--- src/rtl/axi_lite_req_frontend.sv ---
// AXI4-Lite slave front end for the APB bridge core.
// Captures AW and W into holding registers, pairs them into one write request,
// arbitrates writes against reads round-robin, and presents one request at a
// time to the core. The core's completion pulse is returned on B or R.
//
// Handshake rule used on every channel: a transfer happens on the rising edge
// where valid && ready are both high. A valid, once raised by this block, stays
// high with stable payload until that edge. Ready may depend on valid
// combinationally (arready does), but valid never depends on ready.
module axi_lite_req_frontend #(
  parameter int ADDR_W = 32,
  parameter int DATA_W = 32
) (
  input  logic                clk,
  input  logic                rst,
  // AXI write address
  input  logic                awvalid,
  output logic                awready,
  input  logic [ADDR_W-1:0]   awaddr,
  // AXI write data
  input  logic                wvalid,
  output logic                wready,
  input  logic [DATA_W-1:0]   wdata,
  input  logic [DATA_W/8-1:0] wstrb,
  // AXI write response
  output logic                bvalid,
  input  logic                bready,
  output logic [1:0]          bresp,
  // AXI read address
  input  logic                arvalid,
  output logic                arready,
  input  logic [ADDR_W-1:0]   araddr,
  // AXI read data
  output logic                rvalid,
  input  logic                rready,
  output logic [DATA_W-1:0]   rdata,
  output logic [1:0]          rresp,
  // Request to bridge core
  output logic                req_valid,
  input  logic                req_ready,
  output logic                req_write,
  output logic [ADDR_W-1:0]   req_addr,
  output logic [DATA_W-1:0]   req_wdata,
  output logic [DATA_W/8-1:0] req_wstrb,
  // Completion from bridge core
  input  logic                rsp_valid,
  input  logic [DATA_W-1:0]   rsp_rdata,
  input  logic                rsp_err
);

  typedef enum logic [2:0] {
    F_IDLE  = 3'd0,
    F_REQ   = 3'd1,
    F_WAIT  = 3'd2,
    F_BRESP = 3'd3,
    F_RRESP = 3'd4
  } state_t;

  state_t state;
  state_t state_next;

  // Write holding registers
  logic                aw_full;
  logic                w_full;
  logic [ADDR_W-1:0]   aw_addr_q;
  logic [DATA_W-1:0]   w_data_q;
  logic [DATA_W/8-1:0] w_strb_q;

  // 1 = write wins the next tie, 0 = read wins the next tie
  logic prio_wr;

  logic wr_elig;
  logic rd_elig;
  logic grant_wr;
  logic grant_rd;
  logic aw_hs;
  logic w_hs;
  logic in_idle;

  assign in_idle = (state == F_IDLE);

  // Ready outputs are forced low while reset is held so the bus sees a quiet slave.
  assign awready = !rst && in_idle && !aw_full;
  assign wready  = !rst && in_idle && !w_full;
  assign arready = !rst && grant_rd;

  assign aw_hs = awvalid && awready;
  assign w_hs  = wvalid && wready;

  assign req_valid = (state == F_REQ);
  assign bvalid    = (state == F_BRESP);
  assign rvalid    = (state == F_RRESP);

  // Arbiter: a complete write pair competes against a pending AR, ties go to prio_wr.
  always_comb begin
    wr_elig  = aw_full && w_full;
    rd_elig  = arvalid;
    grant_wr = 1'b0;
    grant_rd = 1'b0;
    if (in_idle) begin
      grant_wr = wr_elig && (prio_wr || !rd_elig);
      grant_rd = rd_elig && (!prio_wr || !wr_elig);
    end
  end

  // FSM state register
  always_ff @(posedge clk or posedge rst) begin
    if (rst) state <= F_IDLE;
    else     state <= state_next;
  end

  // FSM next-state logic
  always_comb begin
    state_next = state;
    case (state)
      F_IDLE:  if (grant_wr || grant_rd) state_next = F_REQ;
      F_REQ:   if (req_ready) state_next = F_WAIT;
      F_WAIT:  if (rsp_valid) state_next = req_write ? F_BRESP : F_RRESP;
      F_BRESP: if (bready) state_next = F_IDLE;
      F_RRESP: if (rready) state_next = F_IDLE;
      default: state_next = F_IDLE;
    endcase
  end

  // AW/W holding registers: each fills on its own handshake, both drain on a write grant.
  always_ff @(posedge clk or posedge rst) begin
    if (rst) begin
      aw_full   <= 1'b0;
      w_full    <= 1'b0;
      aw_addr_q <= '0;
      w_data_q  <= '0;
      w_strb_q  <= '0;
    end else if (grant_wr) begin
      aw_full <= 1'b0;
      w_full  <= 1'b0;
    end else begin
      if (aw_hs) begin
        aw_full   <= 1'b1;
        aw_addr_q <= awaddr;
      end
      if (w_hs) begin
        w_full   <= 1'b1;
        w_data_q <= wdata;
        w_strb_q <= wstrb;
      end
    end
  end

  // Request fields latched at grant time and held until the core takes them.
  always_ff @(posedge clk or posedge rst) begin
    if (rst) begin
      req_write <= 1'b0;
      req_addr  <= '0;
      req_wdata <= '0;
      req_wstrb <= '0;
      prio_wr   <= 1'b1;
    end else if (grant_wr) begin
      req_write <= 1'b1;
      req_addr  <= aw_addr_q;
      req_wdata <= w_data_q;
      req_wstrb <= w_strb_q;
      prio_wr   <= 1'b0;
    end else if (grant_rd) begin
      req_write <= 1'b0;
      req_addr  <= araddr;
      req_wdata <= '0;
      req_wstrb <= '0;
      prio_wr   <= 1'b1;
    end
  end

  // Completion capture: only a pulse seen in F_WAIT produces a response.
  always_ff @(posedge clk or posedge rst) begin
    if (rst) begin
      bresp <= 2'b00;
      rresp <= 2'b00;
      rdata <= '0;
    end else if (state == F_WAIT && rsp_valid) begin
      if (req_write) begin
        bresp <= rsp_err ? 2'b10 : 2'b00;
      end else begin
        rresp <= rsp_err ? 2'b10 : 2'b00;
        rdata <= rsp_rdata;
      end
    end
  end

endmodule

--- config.mk ---
export PLATFORM = sky130hd
export DESIGN_NAME = axi_lite_req_frontend
export DESIGN_NICKNAME = d
export VERILOG_FILES = /design/src/rtl/axi_lite_req_frontend.sv
export SDC_FILE = /design/constraint.sdc
export NUM_CORES = 1
export LEC_CHECK = 0
export ABC_AREA = 1
export BUFFER_PORTS_ARGS = -buffer_cell sky130_fd_sc_hd__buf_2
export CAP_MARGIN = 10
export CORE_UTILIZATION = 30
export CTS_CLUSTER_DIAMETER = 80
export DETAILED_ROUTE_END_ITERATION = 8
export MAX_ROUTING_LAYER = met4
export PLACE_DENSITY_LB_ADDON = 0.1
export SYNTH_ARGS = -nofsm -noshare
export SYNTH_HDL_FRONTEND = slang
export SYNTH_SLANG_ARGS = --single-unit
export TNS_END_PERCENT = 50
--- constraint.sdc ---
create_clock -name clk -period 5.1 [get_ports clk]
set_clock_uncertainty 0.2 [all_clocks]
set_input_delay 0.51 -clock clk [delete_from_list [all_inputs] [get_ports clk]]
set_output_delay 0.51 -clock clk [all_outputs]
set_load 0.005 [all_outputs]
======== Yosys cells after proc, flatten, opt, wreduce, memory -nomap -nowiden ========
Index checks and enable logic that the tools add are counted.
operators by class
  equal/unequal tests ..................... 9
  mux-type cells .......................... 24
  bitwise gates (word level) .............. 2
  reductions and logical operators ........ 28
operator list
  kind                                                  count
  two-way mux 32 bit                                    4
  two-way mux 3 bit                                     6
  case mux 3 bit (5 select lines)                       1
  logical AND 1 bit                                     10
  two-way mux 1 bit                                     10
  two-way mux 4 bit                                     2
  != test 2 x 1 -> 1 bit (second input constant)        4
  AND reduction 2 bit                                   4
  equality test 3 x 2 -> 1 bit (second input constant)  2
  logical NOT 1 bit                                     6
  nonzero test 2 bit                                    3
  AND reduction 5 bit                                   1
  equality test 3 x 1 -> 1 bit (second input constant)  1
  equality test 3 bit (second input constant)           1
  logical NOT 3 bit                                     1
  logical OR 1 bit                                      3
  two-way mux 2 bit                                     1
  != test 2 bit (second input constant)                 1
  NOT 1 bit                                             2
storage, ports and cells
  flip-flop bits (word level) ............. 179
  bits of input ports ..................... 142
  output and inout port bits .............. 111
  logic and storage cells ................. 77

======== Longest topological paths before layout ========
  depth in word-level cells ............... 8
  gate-level depth with buffers ........... 9
  mapped depth without buffers ............ 8

======== Least setup slack after synthesis ========
No wires, ideal clock.
  path type ............................... input-to-reg
  start ................................... input port rst
  end ..................................... register aw_addr_q[10]
  setup time .............................. 0.126 ns
  arrival time ............................ 5.449 ns
  slack ................................... -0.675 ns
  stages .................................. 5
  buffers on the path ..................... 1
  cell sequence ........................... inv_1 > nand3_1 > nor2_4 > buf_2 > o21ai_0
between the ends
  longest elaborated chain between the ends .. 5
RTL lines
  item                                  line  source
  start: declaration                    15    input logic rst,
  logical NOT 1 bit (no source line)    -
  logical AND 1 bit (2 in a row)        83    assign awready = !rst && in_idle && !aw_full;
  logical AND 1 bit                     87    assign aw_hs = awvalid && awready;
  AND reduction 2 bit (no source line)  -
  end signal: assignment                139   aw_addr_q <= awaddr;
  end: declaration                      65    logic [ADDR_W-1:0] aw_addr_q;
No other way between the ends.
A chain may end at the register's enable or synchronous reset.

======== Final worst setup path ========
  start ................................... register state[0]
  end ..................................... output port arready
between the ends
  longest elaborated chain between the ends .. 3
RTL lines
  item                      line  source
  start: declaration        59    state_t state;
  start signal: assignment  109   else state <= state_next;
  logical NOT 3 bit         80    assign in_idle = (state == F_IDLE);
  two-way mux 1 bit         100   if (in_idle) begin
  logical AND 1 bit         85    assign arready = !rst && grant_rd;
  end: declaration          31    output logic arready,
No other way between the ends.

==> summary.txt <==
Fin area = 9235 um^2
Net switching power = 1.938 mW
Antenna violations before repair = 5
Via Count = 5755
Final slew viol count = 0
Height of the die = 156.3 um
Final net count = 1137
Pwr Density = 592.3 nW/um^2
Total Routing Usage GR = 0.1689
Clk buf depth = 2
Max Clk Rate = 345.6 MHz
Num CTS Buffers = 17
DRC viols = 0
First-pass GRT wire length = 31130 um
Vias/cell = 4.321
FF-to-FF path depth = 8
Static Leak = 4.840 nW
Setup violators final = 0
Sequential power share = 0.431
Most frequent cells in the layout = 250 x buf_2, 176 x dfrtp_1, 151 x nand2_1, 117 x inv_1, 98 x o21ai_0
Hold WS = 0.09179 ns
WL final = 19020 um
Reg2reg start = state[0]$_DFFE_PP0P_
Reg2reg end = w_data_q[13]$_DFFE_PP0P_
Placed Cells = 1295
Max_cap viols = 0
Status = complete, no violations
GPL Wtd Cong = 0.7322
Clock Sinks = 177
Most common cell after layout, fill and taps aside = buf_2
Final Hold Viols = 0
Net Sw Frac = 0.3543
Worst path required time = 4.39 ns
GRT overflow = 0
Worst skew pair latency = 0.42 ns
Vias in the first global route = 5787
Worst hold endpoint = aw_addr_q[23]$_DFFE_PP0P_
Combinational share of power = 0.328
R2R Setup Slk = 2.35 ns
Non-Filler Instances = 1332
TNS Setup = 0 ns
RSZ-0062 raised after global routing = false
Slew headroom = 0.3042
CP startpoint kind = register
CTS Root Buffer Type = clkbuf_16
Worst Path Arrival = 2.18 ns
Min-Delay Path Class = primary input to register
HP Start = awaddr[23]
Pint = 3.532 mW
Clock power share = 0.241
Initial Util = 0.3052
Core box area = 23400 um^2
Hold path cells = 3
Drt wl/cell = 14.28 um
Die area = 24430 um^2
Drt pass-1 iters = 6
Seq cells post-synth = 177
Row count = 56
Postcts setup bufs = 0
CTS Hold Buffers Added = 0
Largest net degree at the start of global routing = 179
I/O pins = 253
CP Max Fanout = 32
Fin crit share = 0.5674
Worst Max-Slew Pin Slew = 1.044 ns
Mean area per synthesized cell = 9.325 um^2
Post-cts gate resize count = 0
Total power = 5.470 mW
Tmin final = 2.894 ns
Worst-path clk slew = 0.07 ns
Synth warnings = 0
Layout area overhead = 29.29%
Final HPWL DP = 12270 um
Yosys cell types = 23
Mapped Area = 7143 um^2
Register area share after synthesis = 0.6202
DIE WIDTH = 156.3 um
Iter 0 DRT Violations = 350
I/O Buffers = 250
CTS tree = built
Crit. End Element = primary output
Worst setup path class = register to primary output
Routed Antenna Nets = 0
Max VDD drop = 0.2424 mV
Area after DPL = 8636 um^2
H-tree depth = 4
Layout cell share with drive strength beyond 1 = 0.3006
Cell count after synthesis = 766
[state kept, by name, summed over array words and instances, names as in the netlist]
register   cells
aw_addr_q     32
aw_full        1
bresp          1
prio_wr        1
rdata         32
req_addr      32
req_wdata     32
req_write      1
req_wstrb      4
rresp          1
state          3
w_data_q      32
w_full         1
w_strb_q       4
[per-stage QoR]
step,utilization,setup slack (ns)
5_1_grt,0.3946,1.961
3_3_place_gp,0.3690,2.091
4_1_cts,0.3941,2.131
2_1_floorplan,-,0.6408
6_report,0.3946,2.206
3_5_place_dp,0.3690,2.039
[worst max-delay path: stages, from the launching register on]
cell,delay [ns]
dfrtp_1,0.46
inv_2,0.09
nand2_2,0.08
nor2_4,0.21
nand2_2,0.09
nor2_2,0.08
buf_4,0.38
inv_1,0.13
nor2_1,0.10
buf_2,0.13
[power groups by stage]
| stage | sequential, mW | clock (mW) | combinational, mW |
|---|---|---|---|
| floorplan | 2.39 | 0 | 1.05 |
| global placement | 2.37 | 0 | 1.82 |
| detailed placement | 2.38 | 0 | 1.84 |
| CTS | 2.36 | 1.37 | 1.85 |
| global route | 2.44 | 1.43 | 2.10 |
| finish | 2.36 | 1.32 | 1.80 |
[how the worst max path moves through the flow]
stage                               from                         to
floorplan                            rst                    awready
global route        state[0]$_DFFE_PP0P_                    arready
finish              state[0]$_DFFE_PP0P_                    arready
detailed placement                   rst  aw_addr_q[31]$_DFFE_PP0P_
global placement                     rst  aw_addr_q[31]$_DFFE_PP0P_
CTS                 state[0]$_DFFE_PP0P_                    arready
[synthesized netlist by cell type, drive strengths merged]
library cell  count  area, um^2
nand2           154       583.1
nor2             12       70.07
o22ai             1       6.260
dfstp             1       26.28
nand3b            1       7.510
inv             120       450.4
nand3            76       385.4
o21ai           142       710.7
nor3              1       10.01
clkbuf            6       22.52
a21oi             2       10.01
buf              42       220.2
dfrtp           176        4404
o211ai           31       232.7
conb              1       3.750
[kinds of logic (layout without fill, tap and decap cells)]
kind of cell / after synthesis / after routing / share of synthesized area
other: 1 / 7 / 0.0005250
AO/OA/AOI/OAI: 176 / 176 / 0.1343
AND/OR/NAND/NOR: 244 / 244 / 0.1478
buffers and inverters: 168 / 409 / 0.09704
flip-flops: 177 / 177 / 0.6202
[metal layers]
metal  share of wire  wire (um)  GRT usage
met5               0          0          -
met4           0.013        240    0.05182
met3           0.073       1385    0.05372
met2            0.43       8255     0.2445
met1            0.48       9140     0.2241
[final cells by class]
class                      instances  area [um^2]
antenna                            5        12.51
clock buffer                      18        439.2
tap                              319        399.1
clock inverter                    14        147.6
fill                            2500        14170
multi-input combinational        422         2036
timing repair buffer             257         1316
inverter                         120        454.2
sequential                       177         4431
Note: power is estimated with default switching activity, not from simulation.
